File: src/rtl/vr_merge_buf.sv
// vr_merge_buf: aligns MERGE_N valid/ready channels into one wide merged beat.
// Latency: 2 cycles from the last enabled channel accepted to o_valid high.
// Backpressure: per-channel DEPTH-entry FIFOs; o_ready comes from registered fullness only.
//
// Ports:
//   i_clk, i_rst_n       clock, asynchronous active-low reset
//   i_en                 requested channel-enable mask (sampled only while idle)
//   i_valid/o_ready      per-channel upstream handshake
//   i_data               upstream payloads, channel k at [k*DATA_W +: DATA_W]
//   o_valid/i_ready      merged downstream handshake
//   o_data, o_en         merged payload and the enable mask it was built with
//   o_busy               any FIFO or the output register holds data

// Generic single-clock FIFO. The caller never pushes when full and never pops
// when empty.
module vr_merge_fifo #(
  parameter int W     = 16,
  parameter int DEPTH = 2
) (
  input  logic         i_clk,
  input  logic         i_rst_n,
  input  logic         push_vld,
  input  logic [W-1:0] push_dat,
  input  logic         pop_vld,
  output logic [W-1:0] head_dat,
  output logic         full,
  output logic         empty
);
  localparam int AW = $clog2(DEPTH);

  logic [W-1:0]  mem [DEPTH];
  logic [AW-1:0] wr_ptr;
  logic [AW-1:0] rd_ptr;
  logic [AW:0]   cnt;

  assign full     = (cnt == (AW+1)'(DEPTH));
  assign empty    = (cnt == '0);
  assign head_dat = mem[rd_ptr];

  // DEPTH is a power of two, so the pointers wrap naturally.
  always_ff @(posedge i_clk or negedge i_rst_n) begin
    if (!i_rst_n) begin
      wr_ptr <= '0;
      rd_ptr <= '0;
      cnt    <= '0;
    end else begin
      if (push_vld) wr_ptr <= wr_ptr + 1'b1;
      if (pop_vld)  rd_ptr <= rd_ptr + 1'b1;
      case ({push_vld, pop_vld})
        2'b10:   cnt <= cnt + 1'b1;
        2'b01:   cnt <= cnt - 1'b1;
        default: ;
      endcase
    end
  end

  // Payload storage needs no reset: the count guards every read.
  always_ff @(posedge i_clk) begin
    if (push_vld) mem[wr_ptr] <= push_dat;
  end
endmodule

module vr_merge_buf #(
  parameter int MERGE_N = 8,
  parameter int DATA_W  = 16,
  parameter int DEPTH   = 2
) (
  input  logic                      i_clk,
  input  logic                      i_rst_n,
  input  logic [MERGE_N-1:0]        i_en,
  input  logic [MERGE_N-1:0]        i_valid,
  output logic [MERGE_N-1:0]        o_ready,
  input  logic [MERGE_N*DATA_W-1:0] i_data,
  output logic                      o_valid,
  input  logic                      i_ready,
  output logic [MERGE_N*DATA_W-1:0] o_data,
  output logic [MERGE_N-1:0]        o_en,
  output logic                      o_busy
);
  logic [MERGE_N-1:0]        en_q;
  logic [MERGE_N-1:0]        full;
  logic [MERGE_N-1:0]        empty;
  logic [MERGE_N-1:0]        push_vld;
  logic [MERGE_N-1:0]        pop_vld;
  logic [MERGE_N*DATA_W-1:0] head_dat;
  logic [MERGE_N*DATA_W-1:0] merged_dat;
  logic                      pop_all;

  for (genvar k = 0; k < MERGE_N; k++) begin : g_ch
    vr_merge_fifo #(
      .W     (DATA_W),
      .DEPTH (DEPTH)
    ) u_fifo (
      .i_clk    (i_clk),
      .i_rst_n  (i_rst_n),
      .push_vld (push_vld[k]),
      .push_dat (i_data[k*DATA_W +: DATA_W]),
      .pop_vld  (pop_vld[k]),
      .head_dat (head_dat[k*DATA_W +: DATA_W]),
      .full     (full[k]),
      .empty    (empty[k])
    );

    // Disabled slots are forced to zero in the merged beat.
    assign merged_dat[k*DATA_W +: DATA_W] = en_q[k] ? head_dat[k*DATA_W +: DATA_W] : '0;
  end

  // Ready depends only on flops, so no combinational path from i_ready/i_valid.
  // A full FIFO refuses a push even if it is popped on the same edge.
  assign o_ready  = en_q & ~full;
  assign push_vld = i_valid & o_ready;

  // All enabled channels advance together once each has a beat waiting and
  // the output register is free or being drained this cycle.
  assign pop_all = (|en_q) && ((en_q & empty) == '0) && (!o_valid || i_ready);
  assign pop_vld = pop_all ? en_q : '0;

  // Disabled channels never receive pushes, so their FIFOs stay empty.
  assign o_busy = o_valid | (|(~empty));

  // The active mask only follows i_en while nothing is in flight, so a beat
  // is never split across two different masks.
  always_ff @(posedge i_clk or negedge i_rst_n) begin
    if (!i_rst_n) begin
      en_q <= '0;
    end else if (!o_busy) begin
      en_q <= i_en;
    end
  end

  always_ff @(posedge i_clk or negedge i_rst_n) begin
    if (!i_rst_n) begin
      o_valid <= 1'b0;
      o_data  <= '0;
      o_en    <= '0;
    end else if (pop_all) begin
      o_valid <= 1'b1;
      o_data  <= merged_dat;
      o_en    <= en_q;
    end else if (i_ready) begin
      o_valid <= 1'b0;
    end
  end
endmodule

File: config.mk
export PLATFORM = sky130hd
export DESIGN_NAME = vr_merge_buf
export DESIGN_NICKNAME = d
export VERILOG_FILES = /design/src/rtl/vr_merge_buf.sv
export SDC_FILE = /design/constraint.sdc
export NUM_CORES = 1
export LEC_CHECK = 0
export ABC_AREA = 0
export CORE_ASPECT_RATIO = 0.5
export CORE_MARGIN = 1.5
export CORE_UTILIZATION = 57
export CTS_CLUSTER_DIAMETER = 50
export DETAILED_ROUTE_END_ITERATION = 7
export PLACE_DENSITY = 0.83
export SYNTH_ARGS = -nofsm -noshare
export SYNTH_HDL_FRONTEND = slang
export SYNTH_SLANG_ARGS = --single-unit
File: constraint.sdc
create_clock -name i_clk -period 6.67 [get_ports i_clk]
set_input_delay 1.6675 -clock i_clk [delete_from_list [all_inputs] [get_ports i_clk]]
set_output_delay 1.6675 -clock i_clk [all_outputs]
set_load 0.005 [all_outputs]
# Word-level counts from Yosys, hierarchy flattened
# Memory sizes are Yosys's and may differ from the RTL's.
# Cells that the tools add are included.
[classes] add_sub_neg=32 n_eq_ne=24 mux=35 bitwise=6 n_reduce_logical=24
[ops] operator="$mux W16" n=8
[ops] operator="$eq A2 B2 Y1 const B" n=16
[ops] operator="$pmux W2 S2" n=8
[ops] operator="$and A8 B8 Y8" n=3
[ops] operator="$mux W1" n=18
[ops] operator="$reduce_bool A2 Y1" n=9
[ops] operator="$add A1 B1 Y1 const B" n=16
[ops] operator="$add A2 B1 Y2 const B" n=8
[ops] operator="$eq A2 B1 Y1 const B" n=8
[ops] operator="$logic_not A2 Y1" n=8
[ops] operator="$not A8 Y8" n=2
[ops] operator="$reduce_or A8 Y1" n=2
[ops] operator="$sub A2 B1 Y2 const B" n=8
[ops] operator="$logic_not A8 Y1" n=1
[ops] operator="$mux W8" n=1
[ops] operator="$logic_and A1 B1 Y1" n=2
[ops] operator="$logic_not A1 Y1" n=1
[ops] operator="$logic_or A1 B1 Y1" n=1
[ops] operator="$or A1 B1 Y1" n=1
[word_totals] regBits=177 mem_bits_rw=256 in_bits=147 out_inout_bits=146 n_memories=8
[mem_list] name="g_ch[0].u_fifo.mem" depth=2 width=16 rd=1 rd_clocked_by_memory_dff=0 wr=1 line_no="31" source="logic [W-1:0] mem [DEPTH];"
[mem_list] name="g_ch[1].u_fifo.mem" depth=2 width=16 rd=1 rd_clocked_by_memory_dff=0 wr=1 line_no="31"
[mem_list] name="g_ch[2].u_fifo.mem" depth=2 width=16 rd=1 rd_clocked_by_memory_dff=0 wr=1 line_no="31"
[mem_list] name="g_ch[3].u_fifo.mem" depth=2 width=16 rd=1 rd_clocked_by_memory_dff=0 wr=1 line_no="31"
[mem_list] name="g_ch[4].u_fifo.mem" depth=2 width=16 rd=1 rd_clocked_by_memory_dff=0 wr=1 line_no="31"
[mem_list] name="g_ch[5].u_fifo.mem" depth=2 width=16 rd=1 rd_clocked_by_memory_dff=0 wr=1 line_no="31"
[mem_list] name="+2 memories"

# Depth between registers and ports, before layout
[depth] word_depth=8 ltp_mapped=8 depth_no_buf=8

# Cells and area by module
# From an unflattened synthesis, not the netlist that was laid out.
[hier_totals] hier_cells=1145 area_unflattened_um2=17629.4
[modules_own_cells] mod="vr_merge_fifo" instances=8 cells_per_inst=66 area_each_um2=1391.3 seq_area_each_um2=1061.0
[modules_own_cells] mod="vr_merge_buf" instances=1 cells_per_inst=617 area_each_um2=6498.7 seq_area_each_um2=3628.5

# Worst setup path before layout
# No wires, ideal clock.
[synth_timing] path_kind="register -> output" startpoint="register g_ch[1].u_fifo.cnt[0]" endpoint="output port o_busy" arrival_ns=1.303 required_time_ns=5.003 setup_slack_ns=3.699 path_stages_with_launch=5 n_path_buf=0 path_cell_list="dfrtp_1 nor4_1 nand4_1 nor2_1 inv_1"
[synth_via] elab_chain_cells=4
[synth_rtl] item="start: declaration" line_no="34" source="logic [AW:0] cnt;"
[synth_rtl] item="start signal: assignment" line_no="50" source="2'b10: cnt <= cnt + 1'b1;"
[synth_rtl] item="start signal: assignment" line_no="51" source="2'b01: cnt <= cnt - 1'b1;"
[synth_rtl] item="$logic_not A2 Y1" line_no="37" source="assign empty = (cnt == '0);"
[synth_rtl] item="$not A8 Y8" line_no="119" source="assign o_busy = o_valid | (|(~empty));"
[synth_rtl] item="$reduce_or A8 Y1" line_no="119"
[synth_rtl] item="$or A1 B1 Y1" line_no="119"
[synth_rtl] item="end: declaration" line_no="78" source="output logic o_busy"
# No other way between the ends.

# Final worst setup path
[layout_timing] startpoint="register g_ch[0].u_fifo.cnt[0]" endpoint="output port o_busy"
[layout_via] elab_chain_cells=4
[layout_rtl] item="start: declaration" line_no="34"
[layout_rtl] item="start signal: assignment" line_no="50"
[layout_rtl] item="start signal: assignment" line_no="51"
[layout_rtl] item="$logic_not A2 Y1" line_no="37"
[layout_rtl] item="$not A8 Y8" line_no="119"
[layout_rtl] item="$reduce_or A8 Y1" line_no="119"
[layout_rtl] item="$or A1 B1 Y1" line_no="119"
# No other way between the ends.

==> flow_summary.json <==
{
  "crit_path_max_incr_delay_ns": 0.72,
  "hp-class": "reg -> reg",
  "min_to": "o_en[0]$_DFFE_PN0N_",
  "fin_skew_ns": 0.0142,
  "hp-start": "o_en[0]$_DFFE_PN0N_",
  "ys_ff_latch": 433,
  "clk_pin_slew_worst_paths_ns": 0.06,
  "die_area_um2": 30500,
  "routed_via_density": 5.36,
  "ctsHoldBuffers": 0,
  "crit_family": "simple AND/OR/NAND/NOR gates",
  "core_area_um2": 29000,
  "post-cts-setup-buffers": 0,
  "finalCritPeriodShare_pct": 66.2,
  "swShare_pct": 29.3,
  "grt_util_all_layers_pct": 23.6,
  "rows": 44,
  "synthMuxAreaShare_pct": 17.4,
  "crit_arrival_ns": 2.75,
  "grt_pass1_vias": 10114,
  "io_pins": 293,
  "worst-path-buf-inv": 2,
  "r2r_cells": 5,
  "ctsResizeCount": 0,
  "worstPathMaxFanout": 9,
  "r2r_start": "en_q[2]$_DFFE_PN0N_",
  "syn_area_per_cell_um2": 16.4,
  "seqPwrFrac_pct": 43.8,
  "final_cell_mix": "291 x clkdlybuf4s50_1, 256 x edfxtp_1, 177 x dfrtp_1",
  "p_switching_mw": 2.73,
  "period_minus_slack_ns": 4.42,
  "critPathLaunchType": "flop",
  "p_comb_share_pct": 32.2,
  "slew_headroom_pct": 19.6,
  "syn_nets": 1180,
  "drtAntennaViolNets": 0,
  "cts_tree": "yes",
  "die_w_um": 246,
  "cts_made_buffers": 37,
  "yosysWarnings": 0,
  "area_delta_synth_final_pct": 27.3,
  "status": "complete, no violations",
  "worstMarginPinSlew_ns": 1.21,
  "drv_cap": 0,
  "p_leak_nw": 8.65,
  "synth_cell_type_count": 27,
  "cts.htree.levels": 2,
  "drt-pass1-iter-count": 4,
  "synth-simple-area-share_pct": 5.04,
  "fillers": 1827,
  "finalSetupViolations": 0,
  "vias": 9397,
  "gp_congestion": 0.781,
  "grt_max_degree": 132,
  "nNetsFinal": 1483,
  "clockPowerShare_pct": 24.0,
  "root_buffer": "clkbuf_16",
  "layout_commonest_cell": "clkdlybuf4s50_1",
  "rsz0062_at_grt": "no",
  "die_h_um": 124,
  "worst_ir_drop_vdd_uv": 341,
  "cts.sink_count": 433,
  "synth_compound_area_share_pct": 0.895,
  "avgRoutedWirePerCell_um": 20.2,
  "start_util_pct": 57.9,
  "wl_um": 35400,
  "fmaxAchievable_mhz": 226,
  "final-hold-violation-count": 0,
  "grt_overflow": 0,
  "hpwl_um": 23400,
  "yosysSeqAreaShare_pct": 72.2,
  "grt_pass1_wl_um": 55300,
  "clk_latency_ns": 0.53,
  "cts_buffer_depth": 3,
  "drt_iter0_drc": 459,
  "required_ns": 5.00,
  "crit_type": "reg -> out",
  "total_power_mw": 9.32,
  "fin_tns_setup_ns": 0,
  "p_int_mw": 6.59,
  "end_kind": "output port",
  "synth_adder_area_share_pct": 0.597,
  "hold_depth": 1,
  "slowest_stage": "nor2_1",
  "r2r_end": "o_data[11]$_DFFE_PN0N_",
  "netlist_area_um2": 16800,
  "synth-xor-area-share_pct": 2.09,
  "drive_gt1_share_pct": 15.5,
  "startpoint": "g_ch[0].u_fifo.cnt[0]$_DFFE_PN0P_",
  "syn_inst": 1025,
  "reg2reg_slack_ns": 3.67,
  "antenna_found_initial": 5,
  "cp_cell_sequence": "nor4_1 > nand2_1 > nor2_1 > inv_1 > clkdlybuf4s50_1",
  "power_density_nw_per_um2": 437,
  "port_buffers": 292,
  "synth_top_family_by_area": "multiplexers",
  "final-max-slew-violation-count": 0,
  "drc": 0
}
## stage by stage
step                      setup slack [ns]  hold WS [ns]  cells  utilization, %  cell area, um2
after global routing                  2.19         0.514   1753            73.7           21400
after floorplan                       3.70         0.460   1025               -           16800
after global placement                2.75         0.476   1680            69.3           20100
final                                 2.25         0.491   1754            73.8           21400
after CTS                             2.29         0.493   1748            73.7           21300
after detailed placement              2.66         0.483   1680            69.3           20100
## power groups by stage
| stage | logic [mW] | clock network, mW | registers [mW] |
|---|---|---|---|
| after floorplan | 2.04 | 0 | 3.86 |
| final | 3.00 | 2.24 | 4.09 |
| after CTS | 3.03 | 2.27 | 4.09 |
| after global placement | 2.89 | 0 | 4.09 |
| after detailed placement | 3.00 | 0 | 4.14 |
| after global routing | 3.22 | 2.37 | 4.17 |
## final cells by class
| cell class | instances | area (um2) | area share [%] |
|---|---|---|---|
| diodes | 6 | 15.0 | 0.0703 |
| clock buffers | 57 | 1090 | 5.12 |
| clock inverters | 11 | 169 | 0.791 |
| inverters | 25 | 93.8 | 0.439 |
| multi-input cells | 528 | 4370 | 20.5 |
| flip-flops and latches | 433 | 12100 | 56.7 |
| well taps | 391 | 489 | 2.29 |
| repair buffers | 303 | 3010 | 14.1 |
## kinds of logic after synthesis
family / count (synthesis)
multiplexers: 264
XOR/XNOR: 40
flip-flops: 433
adder cells (fa/ha/maj): 8
AND/OR/NAND/NOR: 198
buffers and inverters: 64
AO/OA/AOI/OAI: 18
## worst reg2reg max path, stage by stage, from the launching register on
cell and delay, ns:
dfrtp_1 0.44, nor3b_1 0.21, a2111oi_2 0.92, nand4_1 0.24, buf_4 0.55, mux2_1 0.52
## state kept, by name, summed over array words and instances, names as in the netlist
name,cells
g_ch.u_fifo.rd_ptr,8
o_data,128
g_ch.u_fifo.wr_ptr,8
g_ch.u_fifo.mem,256
en_q,8
o_valid,1
o_en,8
g_ch.u_fifo.cnt,16
## cells in the mapped netlist
library cell    n  share of area, %
and3_1          8              0.30
nor2_1        148               3.3
mux2_2        104               7.0
nand2b_1        1             0.037
inv_1          17              0.38
xor2_1          8              0.42
and2_1          8              0.30
clkinv_1        8              0.18
mux2_4         30               2.7
a21bo_2         8              0.48
buf_6           5              0.34
a21oi_1         8              0.24
nand4_1        10              0.37
dfrtp_1       177                26
nand3_1         1             0.030
mux2_1          2              0.13
ha_1            8              0.60
edfxtp_1      256                46
nor3b_1         6              0.27
xnor2_1        32               1.7
nor4_1          4              0.15
mux2i_1       128               7.6
clkbuf_1       24              0.54
nor3_1          1             0.030
nand2_1        11              0.25
a2111oi_2       2              0.18
buf_2          10              0.30
## layer usage
layer  track usage (%)  vias to the layer above  wire length [um]
met4              11.2                        0              1570
met1              28.3                     4828             13900
met3              4.03                       90              1120
met2              41.6                      184             18800
met5                 0                        -                 0
li1                  -                     4295                 -
## worst max-delay path by stage
stage / to / slack, ns / depth (start not counted)
after global placement: o_data[32]$_DFFE_PN0N_ / 2.75 / 5
after CTS: o_busy / 2.29 / 5
after detailed placement: o_data[37]$_DFFE_PN0N_ / 2.66 / 5
after global routing: o_busy / 2.19 / 5
after floorplan: o_busy / 3.70 / 4
final: o_busy / 2.25 / 5
Power figures use the tool's default switching activity.
